[src/rtl/if_stage_if.sv]
// Fetch-stage bus bundle: instruction-memory request/response, redirect
// from execute and the decode-side handshake.
// The fetch_misalign signal exists only when FETCH_MISALIGN_CHECK_EN is defined.
interface if_stage_if;
    logic        imem_req;
    logic [63:0] imem_addr;
    logic        imem_gnt;
    logic        imem_rvalid;
    logic [31:0] imem_rdata;
    logic        redirect_valid;
    logic [63:0] redirect_pc;
    logic        id_ready;
    logic        if_valid;
    logic [31:0] inst;
    logic [63:0] inst_addr;
`ifdef FETCH_MISALIGN_CHECK_EN
    logic        fetch_misalign;
`endif

    // fetch stage side
    modport master (
`ifdef FETCH_MISALIGN_CHECK_EN
        output fetch_misalign,
`endif
        output imem_req, imem_addr, if_valid, inst, inst_addr,
        input  imem_gnt, imem_rvalid, imem_rdata, redirect_valid, redirect_pc, id_ready
    );

    // memory / execute / decode side
    modport slave (
`ifdef FETCH_MISALIGN_CHECK_EN
        input  fetch_misalign,
`endif
        input  imem_req, imem_addr, if_valid, inst, inst_addr,
        output imem_gnt, imem_rvalid, imem_rdata, redirect_valid, redirect_pc, id_ready
    );
endinterface

[src/rtl/if_stage.sv]
// Instruction fetch stage: REQ/WAIT/DROP fetch FSM, one outstanding request,
// 2-entry {addr, inst} buffer towards decode, redirect flushes everything.
// Optional macro FETCH_MISALIGN_CHECK_EN: a misaligned redirect raises
// fetch_misalign and halts fetching until the next aligned redirect;
// without it the redirect target is silently word-aligned.
module if_stage #(
    parameter logic [63:0] RESET_PC  = 64'h0000_0000_8000_0000,
    parameter int          BUF_DEPTH = 2
) (
    input logic        clk,
    input logic        rst_n,
    if_stage_if.master bus
);
    localparam logic [1:0]  S_REQ    = 2'd0;
    localparam logic [1:0]  S_WAIT   = 2'd1;
    localparam logic [1:0]  S_DROP   = 2'd2;
    localparam logic [1:0]  FULL_CNT = 2'(BUF_DEPTH);
    localparam logic [31:0] NOP      = 32'h0000_0013;

    logic [1:0]  r_state;
    logic [1:0]  w_state_nxt;
    logic [63:0] r_pc;
    logic [63:0] r_req_addr;
    logic [63:0] r_fifo_addr [2];
    logic [31:0] r_fifo_inst [2];
    logic        r_head;
    logic [1:0]  r_cnt;
    logic        r_started;
    logic        w_halt;
    logic        w_req;
    logic        w_grant;
    logic        w_push;
    logic        w_pop;
    logic        w_tail;
    logic        w_valid;
    logic [63:0] w_redir_pc;

`ifdef FETCH_MISALIGN_CHECK_EN
    logic r_misalign;

    // misaligned redirect halts fetching until an aligned redirect arrives
    always_ff @(posedge clk or negedge rst_n) begin
        if (!rst_n)
            r_misalign <= 1'b0;
        else if (bus.redirect_valid)
            r_misalign <= (bus.redirect_pc[1:0] != 2'b00);
    end

    assign w_halt             = r_misalign;
    assign w_redir_pc         = bus.redirect_pc;
    assign bus.fetch_misalign = r_misalign;
`else
    assign w_halt     = 1'b0;
    assign w_redir_pc = bus.redirect_pc & ~64'h3;
`endif

    // r_started keeps imem_req low until the first edge after reset release
    assign w_req   = r_started && (r_state == S_REQ) && (r_cnt < FULL_CNT) && !w_halt;
    assign w_grant = w_req && bus.imem_gnt;
    // redirect overrides push and pop: the buffer is simply emptied
    assign w_push  = (r_state == S_WAIT) && bus.imem_rvalid && !bus.redirect_valid;
    assign w_valid = (r_cnt != 2'd0);
    assign w_pop   = w_valid && bus.id_ready && !bus.redirect_valid;
    assign w_tail  = r_head ^ r_cnt[0];

    // fetch FSM: a redirect with a request in flight must drop its response
    always_comb begin
        w_state_nxt = r_state;
        case (r_state)
            S_REQ: begin
                if (w_grant)
                    w_state_nxt = bus.redirect_valid ? S_DROP : S_WAIT;
            end
            S_WAIT: begin
                if (bus.imem_rvalid)
                    w_state_nxt = S_REQ;
                else if (bus.redirect_valid)
                    w_state_nxt = S_DROP;
            end
            S_DROP: begin
                if (bus.imem_rvalid)
                    w_state_nxt = S_REQ;
            end
            default: w_state_nxt = S_REQ;
        endcase
    end

    // state, pc and the address of the request in flight
    always_ff @(posedge clk or negedge rst_n) begin
        if (!rst_n) begin
            r_state    <= S_REQ;
            r_pc       <= RESET_PC;
            r_req_addr <= '0;
            r_started  <= 1'b0;
        end else begin
            r_state   <= w_state_nxt;
            r_started <= 1'b1;
            if (w_grant)
                r_req_addr <= r_pc;
            if (bus.redirect_valid)
                r_pc <= w_redir_pc;
            else if (w_grant)
                r_pc <= r_pc + 64'd4;
        end
    end

    // 2-entry instruction buffer, head pointer plus occupancy count
    always_ff @(posedge clk or negedge rst_n) begin
        if (!rst_n) begin
            r_head <= 1'b0;
            r_cnt  <= 2'd0;
            for (int i = 0; i < 2; i++) begin
                r_fifo_addr[i] <= '0;
                r_fifo_inst[i] <= '0;
            end
        end else if (bus.redirect_valid) begin
            r_cnt <= 2'd0;
        end else begin
            if (w_push) begin
                r_fifo_addr[w_tail] <= r_req_addr;
                r_fifo_inst[w_tail] <= bus.imem_rdata;
            end
            if (w_pop)
                r_head <= ~r_head;
            r_cnt <= r_cnt + {1'b0, w_push} - {1'b0, w_pop};
        end
    end

    assign bus.imem_req  = w_req;
    assign bus.imem_addr = r_pc;
    assign bus.if_valid  = w_valid;
    assign bus.inst      = w_valid ? r_fifo_inst[r_head] : NOP;
    assign bus.inst_addr = w_valid ? r_fifo_addr[r_head] : 64'h0;
endmodule

[src/flat_wrapper.sv]
// flat-port wrapper written by rule: the top's interface ports become plain ports
module if_stage_flat 
#(
    parameter logic [63:0] RESET_PC  = 64'h0000_0000_8000_0000,
    parameter int          BUF_DEPTH = 2
)
  (clk, rst_n, bus_imem_req, bus_imem_addr, bus_if_valid, bus_inst, bus_inst_addr, bus_imem_gnt, bus_imem_rvalid, bus_imem_rdata, bus_redirect_valid, bus_redirect_pc, bus_id_ready);
  if_stage_if bus_i ();
  input logic clk;
  input logic rst_n;
  output wire logic [$bits(bus_i.imem_req)-1:0] bus_imem_req;
  output wire logic [$bits(bus_i.imem_addr)-1:0] bus_imem_addr;
  output wire logic [$bits(bus_i.if_valid)-1:0] bus_if_valid;
  output wire logic [$bits(bus_i.inst)-1:0] bus_inst;
  output wire logic [$bits(bus_i.inst_addr)-1:0] bus_inst_addr;
  input wire logic [$bits(bus_i.imem_gnt)-1:0] bus_imem_gnt;
  input wire logic [$bits(bus_i.imem_rvalid)-1:0] bus_imem_rvalid;
  input wire logic [$bits(bus_i.imem_rdata)-1:0] bus_imem_rdata;
  input wire logic [$bits(bus_i.redirect_valid)-1:0] bus_redirect_valid;
  input wire logic [$bits(bus_i.redirect_pc)-1:0] bus_redirect_pc;
  input wire logic [$bits(bus_i.id_ready)-1:0] bus_id_ready;
  assign bus_imem_req = bus_i.imem_req;
  assign bus_imem_addr = bus_i.imem_addr;
  assign bus_if_valid = bus_i.if_valid;
  assign bus_inst = bus_i.inst;
  assign bus_inst_addr = bus_i.inst_addr;
  assign bus_i.imem_gnt = bus_imem_gnt;
  assign bus_i.imem_rvalid = bus_imem_rvalid;
  assign bus_i.imem_rdata = bus_imem_rdata;
  assign bus_i.redirect_valid = bus_redirect_valid;
  assign bus_i.redirect_pc = bus_redirect_pc;
  assign bus_i.id_ready = bus_id_ready;
  if_stage #(.RESET_PC(RESET_PC), .BUF_DEPTH(BUF_DEPTH)) u_core (.clk(clk), .rst_n(rst_n), .bus(bus_i));
endmodule
[config.mk]
export PLATFORM = sky130hd
export DESIGN_NAME = if_stage_flat
export DESIGN_NICKNAME = d
export VERILOG_FILES = /design/src/rtl/if_stage_if.sv /design/src/rtl/if_stage.sv /design/src/flat_wrapper.sv
export SDC_FILE = /design/constraint.sdc
export NUM_CORES = 1
export LEC_CHECK = 0
export ABC_AREA = 0
export BUFFER_PORTS_ARGS = -buffer_cell sky130_fd_sc_hd__buf_2
export CAP_MARGIN = 20
export CELL_PAD_IN_SITES_DETAIL_PLACEMENT = 1
export CELL_PAD_IN_SITES_GLOBAL_PLACEMENT = 1
export CORE_MARGIN = 2
export CORE_UTILIZATION = 31
export CTS_CLUSTER_DIAMETER = 80
export DETAILED_ROUTE_END_ITERATION = 8
export GPL_TIMING_DRIVEN = 0
export PLACE_DENSITY = 0.63
export SLEW_MARGIN = 10
export SYNTH_ARGS = -nofsm -noshare
export SYNTH_HDL_FRONTEND = slang
export SYNTH_SLANG_ARGS = --single-unit
[constraint.sdc]
create_clock -name clk -period 8.3 [get_ports clk]
set_clock_uncertainty 0.15 [all_clocks]
set_input_delay 1.66 -clock clk [delete_from_list [all_inputs] [get_ports clk]]
set_output_delay 1.66 -clock clk [all_outputs]
set_load 0.01 [all_outputs]
==> reports/results.ini <==
[synthesis]
ys.flop_type = dfrtp_1
ys_types = 50
post_synth.cell_area_avg_um2 = 10.9
ys_async_sr_fraction = 1.00
synth_edf_count = 0
yosysWarningCount = 0
synth-seq-area-share = 0.542
ys_ff_latch = 318
synth_cells = 1344
syn_area_um2 = 14700

[outcome]
status = finished with violations
failed_checks = design-rule violations

[timing]
slew_headroom = 0.283
setup_viol = 0
timing.fmax_mhz = 194
final.setup.tns_ns = 0
setup_slack_ns = 3.14
rsz0062_at_grt = false
finalHoldViolations = 0
fin_crit_sh = 0.622
maxSlewViolCount = 0
period_minus_slack_ns = 5.16
hold-worst-slack_ns = 0.346
worst_pin_slew_ns = 1.07

[global_routing]
grt-ovfl-total = 0
grt_pass1_wl_mm = 72.7
grt_max_degree = 111
antenna_found_initial = 2
grt_usage = 0.192
grt_pass1_vias = 12100

[drt]
drc = 30
wl_mm = 47.3
wire_per_inst_um = 20.7
drtAntennaViolNets = 0
num_vias = 11400
viasPerCell = 5.00
drt_iter0_drc = 531
dr.pass1.iters = 7

[placed_design]
gp_congestion = 0.796
dp_hpwl_mm = 34.7
placed_cells = 2214
placed_area_um2 = 16900
portBuffers = 256
place_ws_ns = 2.98

[floorplanning]
core_um2 = 46700
fp-row-count = 79
fp.dieH_um = 222
io_pins = 264
die_area_um2 = 49200
start_util = 0.315
die_w_um = 222

[final_layout]
fin_area_um2 = 18100
num-nets-final = 1751
multi_input_comb_area_um2 = 6320
layout_common_cells = dfrtp_1, buf_2, nand2_1
layout_commonest_cell = dfrtp_1
final_util = 0.388
area_delta_synth_final_pct = 23.2
final_cells = 2282
fillers = 5271
layout-drive-gt1-share = 0.321
register_area_um2 = 7960

[cts]
cts_tree = built
ctsHoldBuffers = 0
cts_resized = 0
cts_max_path_buffers = 3
ctsRootBufferMaster = clkbuf_16
clk_pin_slew_worst_paths_ns = 0.06
cts_buffers = 37
h-tree-depth = 2
clock_latency_ns = 0.54
clock_sinks = 318
cts_setup_buffers = 0

[power_and_ir_drop]
p_total_mw = 5.09
switching_share = 0.294
p_comb_frac = 0.222
p_per_area_nw_per_um2 = 281
internal_power_mw = 3.59
seqPwrFrac = 0.452
p_clk_frac = 0.326
ir_worst_vdd_mv = 0.104
p_sw_mw = 1.50
p_leak_nw = 8.81

[critical_path]
crit_fanout = 10
cp-end-kind = output port
rr_worst_depth = 6
critPathArrivalTime_ns = 3.35
crit_path_start_kind = register
critPathRequiredTime_ns = 6.49
criticalPathCategory = register to output port

[worst_hold_path]
worstHoldPathType = register to register
whs_path_depth = 2

[run]
maxCapViolations = 0

routing by layer:
metal,part of all wire,GRT usage,vias up
li1,-,-,5257
met1,0.45,0.256,5810
met2,0.47,0.316,272
met3,0.047,0.0307,77
met4,0.029,0.0682,0
met5,0,0,-
worst max-delay path, stage by stage (launching register included):
cell	delay, ns
dfrtp_1	0.32
clkbuf_1	0.42
buf_1	0.67
buf_1	0.75
mux2i_1	0.40
nor2_1	0.08
buf_2	0.16
Yosys cell counts, types with 2 or more instances:
library cell	n	area share
o31a_1	2	0.0012
nor4_1	11	0.0047
a31o_2	3	0.0018
and4_1	4	0.0024
o31ai_1	8	0.0041
buf_1	14	0.0036
xor2_1	17	0.010
mux2i_1	96	0.065
nor3_1	8	0.0027
nor4b_1	2	0.0012
dfrtp_1	317	0.54
nand2_1	221	0.056
o21ai_0	55	0.019
nand2b_1	4	0.0017
buf_4	5	0.0026
nand4_1	22	0.0094
or4_1	16	0.0082
xnor2_1	19	0.011
buf_6	2	0.0015
a21oi_1	3	0.0010
and2_1	4	0.0017
nor2_1	125	0.032
inv_1	19	0.0049
nor2b_1	7	0.0030
ha_1	3	0.0026
or2_2	4	0.0017
conb_1	2	0.00051
and3_1	17	0.0072
a31oi_1	24	0.010
mux2_2	189	0.14
a21o_1	4	0.0020
nand3_1	26	0.0089
clkbuf_1	61	0.016
buf_2	3	0.0010
or3_1	10	0.0043
or4_4	3	0.0023
flip-flops by register name, summed over array words and instances, names as in the netlist:
name,flops
u_core.r_fifo_addr,124
u_core.r_fifo_inst,64
u_core.bus.imem_addr,62
u_core.r_req_addr,62
u_core.r_cnt,2
u_core.r_state,2
u_core.r_head,1
u_core.r_started,1
cells by family after synthesis:
group,count (synthesis),share of synthesized area
compound gates,104,0.0418
xor+xnor,36,0.0215
fa+ha+maj,3,0.00255
buf+inv,105,0.0294
flops,318,0.542
mux,285,0.210
other cells,2,0.000511
simple gates,491,0.153
power by group through the flow:
stage          Combinational [mW]  Clock (mW)  Sequential (mW)
5_1_grt                      1.25        1.77             2.36
2_1_floorplan               0.811           0             2.24
3_3_place_gp                 1.11           0             2.30
6_report                     1.13        1.66             2.30
4_1_cts                      1.16        1.72             2.30
3_5_place_dp                 1.15           0             2.33
final cells by class:
| cell class | instances | share of cell area |
|---|---|---|
| inverter | 20 | 0.00414 |
| antenna | 3 | 0.000414 |
| clock inverter | 12 | 0.00663 |
| multi-input combinational | 924 | 0.349 |
| buffer | 85 | 0.0197 |
| clock buffer | 53 | 0.0623 |
| sequential | 318 | 0.439 |
| tap | 607 | 0.0419 |
| timing repair buffer | 260 | 0.0767 |
final timing paths:
kind	startpoint	end	slack, ns
max	u_core.r_head$_DFFE_PN0P_	bus_inst_addr[50]	3.14
min	u_core.r_req_addr[54]$_DFFE_PN0P_	u_core.r_req_addr[54]$_DFFE_PN0P_	0.35
max reg2reg	u_core.r_cnt[1]$_DFF_PN0_	u_core.bus.imem_addr[56]$_DFFE_PN0P_	4.95
min reg2reg	u_core.r_req_addr[54]$_DFFE_PN0P_	u_core.r_req_addr[54]$_DFFE_PN0P_	0.35
max in group asynchronous	rst_n	u_core.r_fifo_inst[22]$_DFFE_PN0P_	5.94
min in group asynchronous	rst_n	u_core.r_fifo_addr[102]$_DFFE_PN0P_	0.77
Note: power is estimated with default switching activity, not from simulation.
